`src/rtl/wb_accel_dispatch.sv`:
```
// wb_accel_dispatch: Wishbone slave front-end for the crypto accelerator array.
// Decodes MGMT-core accesses into NUM_CH accelerator channels plus one status
// page, forwards channel accesses over a valid/ready request and a response
// strobe (one access outstanding), and guards each with a response timeout,
// a sticky per-channel error flag and an interrupt.
//
// Ports:
//   wb_clk_i, wb_rst_i       clock, synchronous active-high reset
//   wbs_*                    Wishbone classic slave (cyc/stb/we/sel/adr/dat/ack)
//   ch_req_valid/ready       one-hot request handshake per channel
//   ch_we/addr/wdata/sel     shared request payload (addr = word offset [11:2])
//   ch_resp_valid/data       per-channel completion strobe and read data
//   irq                      registered OR of the timeout flags
//
// state  | meaning
// IDLE   | waiting for cyc&stb, decodes and latches the access
// REQ    | ch_req_valid asserted to the selected channel until ready
// WAIT   | request taken, waiting for that channel's response
// ACK    | single-cycle Wishbone ack with read data
// DRAIN  | master aborted after handoff; absorb response or time out, no ack

module wb_accel_dispatch #(
    parameter int          NUM_CH   = 4,
    parameter logic [7:0]  BASE_HI  = 8'h30,
    parameter int          TIMEOUT  = 64,
    parameter logic [31:0] ERR_DATA = 32'hDEAD_BEEF
) (
    input  logic                   wb_clk_i,
    input  logic                   wb_rst_i,
    input  logic                   wbs_cyc_i,
    input  logic                   wbs_stb_i,
    input  logic                   wbs_we_i,
    input  logic [3:0]             wbs_sel_i,
    input  logic [31:0]            wbs_adr_i,
    input  logic [31:0]            wbs_dat_i,
    output logic                   wbs_ack_o,
    output logic [31:0]            wbs_dat_o,
    output logic [NUM_CH-1:0]      ch_req_valid,
    input  logic [NUM_CH-1:0]      ch_req_ready,
    output logic                   ch_we,
    output logic [9:0]             ch_addr,
    output logic [31:0]            ch_wdata,
    output logic [3:0]             ch_sel,
    input  logic [NUM_CH-1:0]      ch_resp_valid,
    input  logic [32*NUM_CH-1:0]   ch_resp_data,
    output logic                   irq
);

    typedef enum logic [2:0] {S_IDLE, S_REQ, S_WAIT, S_ACK, S_DRAIN} state_t;

    localparam logic [3:0] NUM_CH_W = 4'(NUM_CH);
    localparam logic [7:0] CNT_LAST = 8'(TIMEOUT - 1);

    state_t             state_q, state_d;
    logic               we_q, we_d;
    logic [3:0]         sel_q, sel_d;
    logic [31:0]        wdata_q, wdata_d;
    logic [9:0]         addr_q, addr_d;
    logic [3:0]         ch_q, ch_d;
    logic [7:0]         cnt_q, cnt_d;
    logic [31:0]        rdata_q, rdata_d;
    logic [NUM_CH-1:0]  flag_q, flag_d;
    logic               irq_q;

    logic               sel_ready, sel_resp, timeout_hit, set_flag, hit;
    logic [31:0]        sel_rdata;
    logic [3:0]         adr_ch;
    logic               unused_adr;

    assign unused_adr = ^{wbs_adr_i[23:16], wbs_adr_i[1:0]};
    assign hit        = (wbs_adr_i[31:24] == BASE_HI);
    assign adr_ch     = wbs_adr_i[15:12];

    // Mux the selected channel's handshake inputs; only ch_q's lane is observed.
    always_comb begin
        sel_ready = 1'b0;
        sel_resp  = 1'b0;
        sel_rdata = '0;
        for (int i = 0; i < NUM_CH; i++) begin
            if (ch_q == 4'(i)) begin
                sel_ready = ch_req_ready[i];
                sel_resp  = ch_resp_valid[i];
                sel_rdata = ch_resp_data[32*i +: 32];
            end
        end
    end

    assign timeout_hit = (cnt_q == CNT_LAST);

    always_comb begin
        state_d  = state_q;
        we_d     = we_q;
        sel_d    = sel_q;
        wdata_d  = wdata_q;
        addr_d   = addr_q;
        ch_d     = ch_q;
        cnt_d    = cnt_q;
        rdata_d  = rdata_q;
        flag_d   = flag_q;
        set_flag = 1'b0;

        unique case (state_q)
            S_IDLE: begin
                if (wbs_cyc_i && wbs_stb_i) begin
                    we_d    = wbs_we_i;
                    sel_d   = wbs_sel_i;
                    wdata_d = wbs_dat_i;
                    addr_d  = wbs_adr_i[11:2];
                    ch_d    = adr_ch;
                    cnt_d   = '0;
                    rdata_d = '0;
                    if (hit && adr_ch < NUM_CH_W) begin
                        state_d = S_REQ;
                    end else begin
                        state_d = S_ACK;
                        if (hit && adr_ch == NUM_CH_W) begin
                            if (wbs_we_i) begin
                                if (wbs_adr_i[11:2] == 10'd0) begin
                                    for (int i = 0; i < NUM_CH; i++) begin
                                        if (wbs_dat_i[i] && wbs_sel_i[i/8]) flag_d[i] = 1'b0;
                                    end
                                end
                            end else if (wbs_adr_i[11:2] == 10'd0) begin
                                rdata_d = 32'(flag_q);
                            end else if (wbs_adr_i[11:2] == 10'd1) begin
                                rdata_d = {16'h0, 8'(NUM_CH), 8'(TIMEOUT)};
                            end
                        end
                    end
                end
            end
            S_REQ: begin
                cnt_d = cnt_q + 8'd1;
                if (!wbs_cyc_i) begin
                    // A request taken on the abort edge still owes a response.
                    state_d = sel_ready ? S_DRAIN : S_IDLE;
                end else if (sel_ready) begin
                    state_d = S_WAIT;
                end else if (timeout_hit) begin
                    rdata_d  = ERR_DATA;
                    set_flag = 1'b1;
                    state_d  = S_ACK;
                end
            end
            S_WAIT: begin
                cnt_d = cnt_q + 8'd1;
                if (!wbs_cyc_i) begin
                    if (sel_resp) begin
                        state_d = S_IDLE;
                    end else if (timeout_hit) begin
                        set_flag = 1'b1;
                        state_d  = S_IDLE;
                    end else begin
                        state_d = S_DRAIN;
                    end
                end else if (sel_resp) begin
                    rdata_d = we_q ? 32'h0 : sel_rdata;
                    state_d = S_ACK;
                end else if (timeout_hit) begin
                    rdata_d  = ERR_DATA;
                    set_flag = 1'b1;
                    state_d  = S_ACK;
                end
            end
            S_DRAIN: begin
                cnt_d = cnt_q + 8'd1;
                if (sel_resp) begin
                    state_d = S_IDLE;
                end else if (timeout_hit) begin
                    set_flag = 1'b1;
                    state_d  = S_IDLE;
                end
            end
            S_ACK: begin
                state_d = S_IDLE;
            end
            default: state_d = S_IDLE;
        endcase

        // Applied after any clear so a set on the same edge wins.
        if (set_flag) begin
            for (int i = 0; i < NUM_CH; i++) begin
                if (ch_q == 4'(i)) flag_d[i] = 1'b1;
            end
        end
    end

    always_ff @(posedge wb_clk_i) begin
        if (wb_rst_i) begin
            state_q <= S_IDLE;
            we_q    <= 1'b0;
            sel_q   <= '0;
            wdata_q <= '0;
            addr_q  <= '0;
            ch_q    <= '0;
            cnt_q   <= '0;
            rdata_q <= '0;
            flag_q  <= '0;
            irq_q   <= 1'b0;
        end else begin
            state_q <= state_d;
            we_q    <= we_d;
            sel_q   <= sel_d;
            wdata_q <= wdata_d;
            addr_q  <= addr_d;
            ch_q    <= ch_d;
            cnt_q   <= cnt_d;
            rdata_q <= rdata_d;
            flag_q  <= flag_d;
            irq_q   <= |flag_q;
        end
    end

    always_comb begin
        for (int i = 0; i < NUM_CH; i++) begin
            ch_req_valid[i] = (state_q == S_REQ) && (ch_q == 4'(i));
        end
    end

    assign wbs_ack_o = (state_q == S_ACK);
    assign wbs_dat_o = wbs_ack_o ? rdata_q : 32'h0;
    assign ch_we     = we_q;
    assign ch_addr   = addr_q;
    assign ch_wdata  = wdata_q;
    assign ch_sel    = sel_q;
    assign irq       = irq_q;

endmodule
```
`config.mk`:
```
export PLATFORM = sky130hd
export DESIGN_NAME = wb_accel_dispatch
export DESIGN_NICKNAME = d
export VERILOG_FILES = /design/src/rtl/wb_accel_dispatch.sv
export SDC_FILE = /design/constraint.sdc
export NUM_CORES = 1
export LEC_CHECK = 0
export CAP_MARGIN = 0
export CORE_MARGIN = 2
export CORE_UTILIZATION = 43
export DETAILED_ROUTE_END_ITERATION = 10
export GPL_TIMING_DRIVEN = 1
export PLACE_DENSITY = 0.9
export SYNTH_ARGS = -nofsm -noshare
export SYNTH_HDL_FRONTEND = slang
export SYNTH_SLANG_ARGS = --single-unit
```
`constraint.sdc`:
```
create_clock -name wb_clk_i -period 3.65 [get_ports wb_clk_i]
set_clock_uncertainty 0.15 [all_clocks]
set_input_delay 1.095 -clock wb_clk_i [delete_from_list [all_inputs] [get_ports wb_clk_i]]
set_output_delay 1.095 -clock wb_clk_i [all_outputs]
set_load 0.01 [all_outputs]
```
==> results.py, run 1 <==
metrics = {
    "die": {
        "die_h_um": 117,
        "die_x_um": 117,
        "placeableCoreArea_mm2": 0.0126,
        "dieArea_mm2": 0.0138,
        "num_io_pins": 294,
        "rows": 41,
        "start_util_pct": 44.0,
    },
    "sta": {
        "worstMarginPinSlew_ps": 877,
        "finalMaxSlewViolations": 0,
        "tns_ps": 0,
        "rsz0062_at_grt": "false",
        "fmax_ghz": 0.299,
        "timing.slew.headroom_pct": 41.5,
        "finalHoldViolations": 0,
        "setup_viol": 0,
        "period_share_pct": 91.6,
        "period_needed_ps": 3340,
    },
    "layout": {
        "fin_util_pct": 70.5,
        "syn2layout_area_growth_pct": 60.2,
        "fin_nets": 1171,
        "diodes": 0,
        "drive_gt1_share_pct": 7.56,
    },
    "clock_network": {
        "cts_num_sinks": 99,
        "cts_hold_buf": 0,
        "ctsResizeCount": 0,
        "clock_latency_ps": 340,
        "clk_path_buf_depth": 2,
        "cts_tree": "yes",
        "clk_pin_slew_ps": 70,
        "numCtsBuffers": 9,
        "cts_setup_buffers": 0,
        "cts_root_buffer": "clkbuf_16",
        "htree_levels": 3,
    },
    "detailed_routing": {
        "dr_total_vias": 6325,
        "drt_iter0_markers": 431,
        "ant_nets": 0,
        "first_pass_iters": 5,
        "wl_mm": 20.6,
        "wl_per_cell_um": 18.1,
        "drc": 0,
        "routed_via_density": 5.56,
    },
    "logic_synthesis": {
        "synth_area_mm2": 0.00553,
        "synth_edf_count": 0,
        "yosys_warnings": 0,
        "synthesis.nets": 909,
        "synthArstFlopShare_pct": 0,
        "seq_area_frac_synth_pct": 35.8,
        "synth-main-ff-cell": "dfxtp_1",
        "avgSynthCellArea_um2": 7.92,
        "ys_types": 63,
        "netlist_instances": 699,
        "ys_ff_latch": 99,
    },
    "power": {
        "p_leak_nw": 2.98,
        "powerDensity_mw_per_mm2": 380,
        "ir_drop_uv": 210,
    },
    "global_routing": {
        "grt_max_degree": 74,
        "first_global_vias": 6301,
        "grt_pass1_wl_mm": 32.7,
        "antenna_found_initial": 0,
        "track_usage_pct": 29.3,
        "grt.overflow.total": 0,
    },
    "placement": {
        "post-dp-hpwl_mm": 15.3,
        "gp_congestion": 0.920,
        "io_buffers": 283,
    },
    "setup_path": {
        "r2r_slack_ps": 730,
        "path_cells": "nor2_1 > buf_4 > and2_1 > clkdlybuf4s50_1",
        "crit_type": "flip-flop to output port",
        "crit_slowest_cell": "clkdlybuf4s50_1",
        "cp-end-kind": "output port",
        "max_stage_delay_ps": 580,
        "crit_arrival_ps": 2100,
        "required_ps": 2400,
        "path_max_fanout": 12,
        "start_kind": "flip-flop",
    },
    "status": {
        "outcome": "finished clean",
    },
    "worst_hold_path": {
        "min_path_type": "flip-flop to flip-flop",
    },
    "flow_run": {
        "maxCapViolations": 0,
    },
}
## cell type report
type	instances	area (um^2)
sequential	99	1990
multi-input combinational	515	3200
fill	1002	3700
inverter	27	101
clock buffer	10	239
timing repair buffer	309	3060
tap	172	215
clock inverter	6	65.1
## cell usage after synthesis (2+ instances only)
cell type	n	share of area (%)
nor2_1	42	2.8
nor3_1	33	3.0
a211oi_1	44	6.0
xor2_1	4	0.63
a2111oi_0	23	3.6
buf_1	4	0.27
mux2_2	15	3.1
clkbuf_1	35	2.4
o22ai_1	9	1.0
a21oi_1	58	5.2
nor2b_1	29	3.3
mux4_2	2	0.81
nand2b_1	6	0.68
o21ai_0	9	0.81
a221oi_2	2	0.54
o21ai_1	11	0.99
nand3b_1	2	0.27
o2bb2ai_1	7	1.1
nand4_1	2	0.23
o21bai_1	3	0.41
xnor2_1	3	0.47
or3_1	2	0.23
buf_4	5	0.68
o32ai_1	3	0.47
buf_2	12	1.1
and3_1	4	0.45
and4_1	4	0.63
a221oi_1	2	0.32
or4b_4	2	0.50
o211ai_1	2	0.27
mux2i_1	25	4.5
nand3_1	9	0.81
nor4_1	7	0.79
buf_6	2	0.41
a21o_1	2	0.27
and2_1	14	1.6
dfxtp_1	99	36
inv_1	27	1.8
nand2_1	111	7.5
## cell usage in the layout (no fill, tap or decap), types with 3 or more instances in the layout
master / synthesis / layout
mux2i_1: 25 / 25
xor2_1: 4 / 4
clkdlybuf4s50_1: 0 / 282
nand3_1: 9 / 8
and4_1: 4 / 4
inv_1: 27 / 27
o21ai_0: 9 / 9
nor2b_1: 29 / 29
o2bb2ai_1: 7 / 7
and3_1: 4 / 3
nand2b_1: 6 / 6
o21bai_1: 3 / 3
xnor2_1: 3 / 3
and2_1: 14 / 14
nor4_1: 7 / 7
o22ai_1: 9 / 9
mux2_2: 15 / 15
dfxtp_1: 99 / 98
o32ai_1: 3 / 3
o21ai_1: 11 / 11
nor2_1: 42 / 42
buf_4: 5 / 24
a21oi_1: 58 / 58
clkbuf_16: 0 / 9
buf_12: 0 / 3
a2111oi_0: 23 / 23
a211oi_1: 44 / 44
nand2_1: 111 / 111
nor3_1: 33 / 33
## path summary, 6_finish.rpt
path | from | end | cells past startpoint
max | state_q[2] | wbs_dat_o[10] | 4
min | ch_sel[2] | ch_sel[2] | 2
max reg2reg | ch_q[0] | rdata_q[6] | 6
min reg2reg | ch_sel[2] | ch_sel[2] | 2
## kinds of logic after synthesis
kind of cell	share of synthesized area, %
AO/OA/AOI/OAI	23.5
multiplexers	8.39
flip-flops	35.8
XOR/XNOR	1.11
AND/OR/NAND/NOR	24.1
buffers and inverters	6.65
adder cells (fa/ha/maj)	0.407
## per-layer routing
metal / wire (um) / vias to the layer above / global-route usage, % / share of wire [%]
li1: - / 3036 / - / -
met1: 8190 / 2958 / 34.8 / 40
met2: 9970 / 283 / 48.7 / 48
met3: 1640 / 48 / 7.78 / 8.0
met4: 768 / 0 / 14.8 / 3.7
met5: 0 / - / 0 / 0
## registers in the layout, indices dropped and copies added (netlist names)
name      cells
ch_wdata     32
ch_sel        4
rdata_q      32
flag_q        4
cnt_q         8
ch_addr      10
irq           1
ch_q          4
ch_we         1
state_q       3
## critical path, delay by kind of cell (launching register included)
kind                   cells  cell delay, ps
buffers and inverters      2             820
flip-flops                 1             460
AND/OR/NAND/NOR            2             480
## through the flow
step                hold WS, ps  instances  instance area (um^2)  setup WS, ps  power (W)
floorplan                   274        699                  5530           794    0.00187
global placement            290       1122                  8560           158    0.00239
detailed placement          295       1122                  8560           124    0.00241
CTS                         308       1138                  8860           325    0.00339
global route                332       1138                  8860           198    0.00355
finish                      303       1138                  8860           306    0.00337
## power breakdown
part	switching [W]	internal, W	leakage [nW]	total [W]
sequential	0.0000595	0.00116	0.804	0.00122
clock	0.000415	0.000550	0.148	0.000966
combinational	0.000615	0.000566	2.03	0.00118
(Power assumes the default switching activity.)
==> run 2, diff against run 1 <==
--- a/config.mk
+++ b/config.mk
@@ -11,6 +11,7 @@
 export DETAILED_ROUTE_END_ITERATION = 10
 export GPL_TIMING_DRIVEN = 1
 export PLACE_DENSITY = 0.9
+export SETUP_SLACK_MARGIN = 0.15
 export SYNTH_ARGS = -nofsm -noshare
 export SYNTH_HDL_FRONTEND = slang
 export SYNTH_SLANG_ARGS = --single-unit
==> results of run 2 <==
Same layout as run 1: the final DEF is identical, and so are final timing and power.
